==> src/rtl/id_decode_stage.sv <==
// MIPS decode stage: a 32x32 register file with write-before-read bypass, a decoder
// for addu/subu/sll/sllv/slti, and a single registered output entry with valid/ready handshake.
module id_decode_stage (
  input  logic        clk,
  input  logic        rst_n,
  input  logic        in_valid,
  output logic        in_ready,
  input  logic [31:0] instr,
  input  logic        wb_en,
  input  logic [4:0]  wb_addr,
  input  logic [31:0] wb_data,
  input  logic        flush,
  output logic        out_valid,
  input  logic        out_ready,
  output logic [31:0] data1,
  output logic [31:0] data2,
  output logic [4:0]  shamt,
  output logic [5:0]  funct,
  output logic [4:0]  rd_out,
  output logic        illegal
);

  localparam int unsigned XLEN  = 32;
  localparam int unsigned RIDX  = 5;
  localparam int unsigned FNW   = 6;
  localparam int unsigned NREG  = 32;
  localparam int unsigned IMMW  = 16;

  localparam logic [FNW-1:0] OP_RTYPE = 6'b000000;
  localparam logic [FNW-1:0] OP_SLTI  = 6'b001010;
  localparam logic [FNW-1:0] FN_ADDU  = 6'b100001;
  localparam logic [FNW-1:0] FN_SUBU  = 6'b100011;
  localparam logic [FNW-1:0] FN_SLL   = 6'b000000;
  localparam logic [FNW-1:0] FN_SLLV  = 6'b000100;

  localparam logic [FNW-1:0] ALU_ADDU = 6'b001001;
  localparam logic [FNW-1:0] ALU_SUBU = 6'b001010;
  localparam logic [FNW-1:0] ALU_SLL  = 6'b100001;
  localparam logic [FNW-1:0] ALU_SLLV = 6'b110101;
  localparam logic [FNW-1:0] ALU_SLTI = 6'b101010;

  typedef struct packed {
    logic [XLEN-1:0] data1;
    logic [XLEN-1:0] data2;
    logic [RIDX-1:0] shamt;
    logic [FNW-1:0]  funct;
    logic [RIDX-1:0] rd;
    logic            illegal;
  } dec_t;

  logic [XLEN-1:0] regs [NREG];
  logic [RIDX-1:0] rs, rt, rd;
  logic [XLEN-1:0] rs_val, rt_val;
  logic [FNW-1:0]  opcode, fn_field;
  dec_t            dec, out_q;
  logic            out_valid_q;
  logic            accept;

  assign opcode   = instr[31:26];
  assign rs       = instr[25:21];
  assign rt       = instr[20:16];
  assign rd       = instr[15:11];
  assign fn_field = instr[5:0];

  // Register file; entry 0 is never written so it stays zero.
  always_ff @(posedge clk or negedge rst_n) begin
    if (!rst_n) begin
      regs <= '{default: '0};
    end else if (wb_en && (wb_addr != '0)) begin
      regs[wb_addr] <= wb_data;
    end
  end

  // Combinational reads with bypass of the write landing this same edge.
  always_comb begin
    rs_val = regs[rs];
    rt_val = regs[rt];
    if (wb_en && (wb_addr == rs)) rs_val = wb_data;
    if (wb_en && (wb_addr == rt)) rt_val = wb_data;
    if (rs == '0) rs_val = '0;
    if (rt == '0) rt_val = '0;
  end

  // Decoder; anything unrecognised becomes an all-zero entry flagged illegal.
  always_comb begin
    dec = '0;
    if (opcode == OP_RTYPE && fn_field == FN_ADDU) begin
      dec.funct = ALU_ADDU;
      dec.data1 = rs_val;
      dec.data2 = rt_val;
      dec.rd    = rd;
    end else if (opcode == OP_RTYPE && fn_field == FN_SUBU) begin
      dec.funct = ALU_SUBU;
      dec.data1 = rs_val;
      dec.data2 = rt_val;
      dec.rd    = rd;
    end else if (opcode == OP_RTYPE && fn_field == FN_SLL) begin
      dec.funct = ALU_SLL;
      dec.data1 = rt_val;
      dec.shamt = instr[10:6];
      dec.rd    = rd;
    end else if (opcode == OP_RTYPE && fn_field == FN_SLLV) begin
      // Variable shift: the amount travels in data2, so shamt stays zero.
      dec.funct = ALU_SLLV;
      dec.data1 = rt_val;
      dec.data2 = rs_val;
      dec.rd    = rd;
    end else if (opcode == OP_SLTI) begin
      dec.funct = ALU_SLTI;
      dec.data1 = rs_val;
      dec.data2 = {{(XLEN-IMMW){instr[15]}}, instr[15:0]};
      dec.rd    = rt;
    end else begin
      dec.illegal = 1'b1;
    end
  end

  assign in_ready = (!out_valid_q || out_ready) && !flush;
  assign accept   = in_valid && in_ready;

  // Output entry: load on accept, drop on consume or flush, otherwise hold.
  always_ff @(posedge clk or negedge rst_n) begin
    if (!rst_n) begin
      out_valid_q <= 1'b0;
      out_q       <= '0;
    end else if (accept) begin
      out_valid_q <= 1'b1;
      out_q       <= dec;
    end else if (flush || out_ready) begin
      out_valid_q <= 1'b0;
    end
  end

  assign out_valid = out_valid_q;
  assign data1     = out_q.data1;
  assign data2     = out_q.data2;
  assign shamt     = out_q.shamt;
  assign funct     = out_q.funct;
  assign rd_out    = out_q.rd;
  assign illegal   = out_q.illegal;

endmodule
==> config.mk <==
export PLATFORM = sky130hd
export DESIGN_NAME = id_decode_stage
export DESIGN_NICKNAME = d
export VERILOG_FILES = /design/src/rtl/id_decode_stage.sv
export SDC_FILE = /design/constraint.sdc
export NUM_CORES = 2
export LEC_CHECK = 0
export BUFFER_PORTS_ARGS = -buffer_cell sky130_fd_sc_hd__buf_4
export CAP_MARGIN = 15
export CORE_ASPECT_RATIO = 1.2
export CORE_MARGIN = 5
export CORE_UTILIZATION = 55
export CTS_BUF_LIST = sky130_fd_sc_hd__clkbuf_8 sky130_fd_sc_hd__clkbuf_16
export DETAILED_ROUTE_END_ITERATION = 16
export PLACE_DENSITY = 0.8
export SLEW_MARGIN = 20
export SYNTH_ARGS = -nofsm -noshare
export SYNTH_HDL_FRONTEND = slang
export SYNTH_SLANG_ARGS = --single-unit
export TNS_END_PERCENT = 5
==> constraint.sdc <==
create_clock -name clk -period 1.9 [get_ports clk]
set_input_delay 0.095 -clock clk [delete_from_list [all_inputs] [get_ports clk]]
set_output_delay 0.095 -clock clk [all_outputs]
set_load 0.02 [all_outputs]
# Word-level counts from Yosys, hierarchy flattened

Cells that the tools add are included.

Bits in registers: 1106
Bits of input ports: 75

Equality and inequality tests: 6
Reduce and logical (&&, ||, !) cells: 20
Muxes and demuxes: 34
Bitwise operators: 3
Order comparisons: 4

Operators with widths:

| cell                                                                         | count |
|---|---|
| 1024-bit bitwise mux                                                         | 1 |
| 32-bit two-way mux                                                           | 11 |
| 32-bit binary-select mux with 5-bit select                                   | 2 |
| 64-bit two-way mux                                                           | 4 |
| 32-bit demux with 5-bit select                                               | 1 |
| 11-bit two-way mux                                                           | 5 |
| 6-bit >= comparator, second input constant                                   | 3 |
| 5-bit NOT with 6-bit output                                                  | 3 |
| 5-bit two-way mux                                                            | 3 |
| 6-bit == test, second input constant                                         | 2 |
| 6-bit zero test                                                              | 2 |
| 5-bit == test                                                                | 2 |
| 1-bit logical AND                                                            | 10 |
| 5-bit zero test                                                              | 2 |
| 1-bit two-way mux                                                            | 7 |
| 6-bit by 3-bit == test with 1-bit output, second input constant              | 1 |
| 6-bit by 4-bit == test with 1-bit output, second input constant              | 1 |
| 6-bit by 1-bit less-than comparator with 1-bit output, second input constant | 1 |
| 5-bit nonzero test                                                           | 1 |
| 1-bit zero test                                                              | 2 |
| 1-bit logical OR                                                             | 2 |
| 2-bit nonzero test                                                           | 1 |

# Logic depth before layout (Yosys ltp)

Depth after elaboration: 11
Depth in mapped cells: 12
Mapped depth without buffers: 6

# Worst setup path before layout

No wires, ideal clock.

Path kind: input -> register
Start: input instr[16]
End: register out_q (netlist bit data2[10])
Data required time: 1.774 ns
Setup slack: -0.272 ns
Stages: 9
Arrival: 2.045 ns
Cell sequence: buf_4 buf_2 buf_2 mux4_2 mux2i_1 nand2_1 nand4_1 a21oi_1 o32a_1

Word-level cells in the longest chain between the ends: 8

RTL lines:

| what                                                  | line | text |
|---|---|---|
| start: declaration                                    | 8    | `input logic [31:0] instr,` |
| 5-bit NOT with 6-bit output (not written as such)     | 77   | `rt_val = regs[rt];` |
| 32-bit binary-select mux with 5-bit select            | 77   |  |
| 32-bit two-way mux (not written as such) (2 in a row) | 77   |  |
| 32-bit two-way mux                                    | 79   | `if (wb_en && (wb_addr == rt)) rt_val = wb_data;` |
| 32-bit two-way mux *                                  | 81   | `if (rt == '0) rt_val = '0;` |
| 64-bit two-way mux                                    | 92   | `end else if (opcode == OP_RTYPE && fn_field == FN_SUBU) begin` |
| 64-bit two-way mux *                                  | 87   | `if (opcode == OP_RTYPE && fn_field == FN_ADDU) begin` |
| end signal: assignment                                | 125  | `out_q <= '0;` |
| end signal: assignment                                | 128  | `out_q <= dec;` |
| end: declaration                                      | 55   | `dec_t dec, out_q;` |

Mark *: on every way between the ends. The rest lies on a longest branch, timed or not. The select of a mux whose other input is x is not followed.
A chain may end at the register's enable or synchronous reset.

# Final worst setup path

Start: register regs[520] (netlist bit)
End: register out_q (netlist bit data2[8])

Word-level cells in the longest chain between the ends: 9

RTL lines:

| what                                                  | line | text |
|---|---|---|
| start: declaration                                    | 51   | `logic [XLEN-1:0] regs [NREG];` |
| start signal: indexed assignment                      | 70   | `regs[wb_addr] <= wb_data;` |
| 32-bit binary-select mux with 5-bit select            | 76   | `rs_val = regs[rs];` |
| 32-bit two-way mux (not written as such) (2 in a row) | 76   |  |
| 32-bit two-way mux                                    | 78   | `if (wb_en && (wb_addr == rs)) rs_val = wb_data;` |
| 32-bit two-way mux                                    | 80   | `if (rs == '0) rs_val = '0;` |
| 64-bit two-way mux                                    | 102  | `end else if (opcode == OP_RTYPE && fn_field == FN_SLLV) begin` |
| 32-bit two-way mux                                    | 97   | `end else if (opcode == OP_RTYPE && fn_field == FN_SLL) begin` |
| 64-bit two-way mux                                    | 92   |  |
| 64-bit two-way mux *                                  | 87   |  |

Marked as above.

==> flow_metrics.tcl <==
set metrics [dict create \
    run_status "finished, violations left" \
    violations "setup timing" \
    drc_errors 0 \
    dp.cells 5964 \
    crit_path_end_kind "register" \
    critPathLaunchType "register" \
    die_x_um 310 \
    netlist_area_um2 59200 \
    vdd_ir_drop_max_uv 763 \
    grt_most_used_layer "met2" \
    dpl_cell_area_um2 67600 \
    synthMostInstantiatedCell "dfrtp_1" \
    met1_usage_pct 47.2 \
    finalPower_mw 69.9 \
    cp_data_arrival_time_ps 2780 \
    synthMuxAreaShare_pct 40.7 \
    rsz0062_at_grt "yes" \
    clk_pin_slew_ps 70 \
    first_pass_iters 8 \
    grt_pass1_wl_um 317000 \
    setup_viol 40 \
    area_growth_syn_to_layout_pct 22.1 \
    slew_violations 0 \
    antenna_found_initial 11 \
    timing.final.ws_setup_ps -304 \
    grt_max_degree 88 \
    grtUsageMet2_pct 55.7 \
    root_buffer "clkbuf_16" \
    nNetsFinal 4798 \
    die_area_um2 114000 \
    worstPathRequired_ps 2480 \
    ys_seq_area_share_pct 46.7 \
    clock_latency_ps 730 \
    cts_tree "yes" \
    track_usage_pct 37.8 \
    yosysUniqueCellTypes 70 \
    wire_per_inst_um 34.7 \
    gp_congestion 0.958 \
    yosysTopAreaCell "dfrtp_1" \
    rows 132 \
    drive_gt1_share_pct 54.8 \
    synthCells 4162 \
    multiInputGateArea_um2 30100 \
    numClockSinks 1105 \
    period_needed_ps 2200 \
    synthTopCellsByCount "dfrtp_1, mux2_2, mux4_2, clkbuf_1, mux2i_1" \
    relSlewSlack_pct 44.1 \
    power_density_nw_per_um2 965 \
    ys.warnings.count 0 \
    drv_cap 0 \
    finalHoldViolations 0 \
    start_util_pct 55.1 \
    clockBufferDepth 3 \
    max_freq_mhz 454 \
    synthesis.nets 4237 \
    avgSynthCellArea_um2 14.2 \
    hold_path.class "in -> async" \
    via_count 44831 \
    nFillCells 6947 \
    path_max_fanout 2 \
    worst_pin_slew_ps 835 \
    portBuffers 157 \
    synthAdderAreaFrac_pct 0 \
    synth_compound_area_share_pct 5.33 \
    dp_hpwl_um 144000 \
    wl_um 216000 \
    vias_per_cell 7.20 \
    synth-simple-area-share_pct 3.43 \
    ys_top_cells_by_area "dfrtp_1, mux2_2, mux4_2" \
    grt_pass1_vias 46822 \
    finalSetupTns_ps -3850 \
    die_y_um 370 \
    postSynth.asyncResetShare_pct 100 \
    instances_no_fill 6226 \
    pin_count 158 \
    final_util_pct 67.3 \
    fin_area_um2 72400 \
    final_antenna_net_count 0 \
    synth-xor-area-share_pct 0.148 \
    critPathKind "reg -> reg" \
    ys.flop_type "dfrtp_1" \
    finalClockSkew_ps 19.3 \
    synth_edf_count 0 \
    globalRouteOverflowTotal 0 \
    drt_iter0_drc 6204 \
    ff2ff_path_depth 6 \
    numCtsBuffers 104 \
    finalCritPeriodShare_pct 116 \
    p_leak_nw 32.1 \
    ys_seq_elements 1105 \
    htreeDepth 3 \
    seqCellArea_um2 27700 \
    synth_top_area_share_pct 46.7 \
    core_um2 108000 \
    grtUsageMet3_pct 12.0 \
    synth_top_family_by_area "multiplexers" \
]
-- layer usage --
layer,vias up,share of wire (%)
met5,-,0.019
met4,6,9.1
met3,1109,13
met2,3549,44
met1,23015,34
li1,17152,-
-- cell type report --
type                            instances  share of cell area [%]
Sequential cell                      1105                    38.2
Tap cell                             1407                    2.43
Antenna cell                            8                  0.0277
Clock buffer                          134                    4.20
Inverter                                7                  0.0450
Timing Repair Buffer                  915                    12.6
Multi-Input combinational cell       2590                    41.6
Clock inverter                         60                   0.863
-- metrics by stage --
step	setup WS [ps]	hold slack [ps]
floorplan	-93.5	-201
global placement	-916	-4.26
detailed placement	-886	1.11
CTS	-240	19.5
global route	-344	66.1
finish	-304	52.0
-- sequential cells by signal (all words and copies together) (netlist names) --
register   flops
data1         32
data2         32
funct          5
illegal        1
out_valid      1
rd_out         5
regs        1024
shamt          5
-- cells in the final DEF (no fill, tap or decap), types with 13 or more instances in the layout --
cell type and n:
o22ai_1 19, a32oi_1 20, o221ai_1 18, nand2_2 23
a221o_1 15, inv_1 23, nand3_1 28, mux4_2 464
a221oi_2 13, a211oi_1 17, buf_4 682, nor2_1 73
a21oi_1 49, clkinv_2 21, o211ai_1 35, buf_12 166
o21ai_0 39, mux2i_1 226, mux2_2 998, dlygate4sd3_1 56
a31oi_1 15, clkbuf_16 106, a22oi_1 39, a221oi_1 30
clkbuf_8 29, o21ai_1 15, nand2_1 186, nor2_4 18
dfrtp_1 1105
-- power by group --
group          switching [mW]  internal, mW
clock                    9.58          12.8
sequential               3.43          27.8
combinational            6.68          9.64
-- path summary, 6_finish.rpt --
check,end,slack (ps),start
worst max-delay path,data2[8],-300,regs[520]
worst min-delay path,regs[103],50,rst_n
worst max register to register,data2[8],-300,regs[520]
worst min register to register,regs[1006],400,regs[1006]
max in group asynchronous,regs[293],620,rst_n
min in group clk,rd_out[0],70,in_valid
-- cell families after synthesis --
kind of cell              after synthesis
buffers and inverters                 467
DFF                                  1105
AOI/OAI and AO/OA                     431
and+or+nand+nor                       444
xor gates and xnor gates               10
muxes                                1705
-- critical path, stage by stage (launching register included) --
cell and delay [ps]:
dfrtp_1 380, mux4_2 480, mux2_4 290, a221oi_2 270
o211ai_1 200, a221oi_2 300, o22ai_1 140
-- repair_timing --
action	4_1_cts	5_1_grt
hold buffers	56	0
hold endpoints to repair	2147	0
gates cloned	0	0
endpoints found under the setup margin	53	64
pin swaps	21	21
resized for setup	62	49
buffers inserted	3	1
Power figures use the tool's default switching activity.
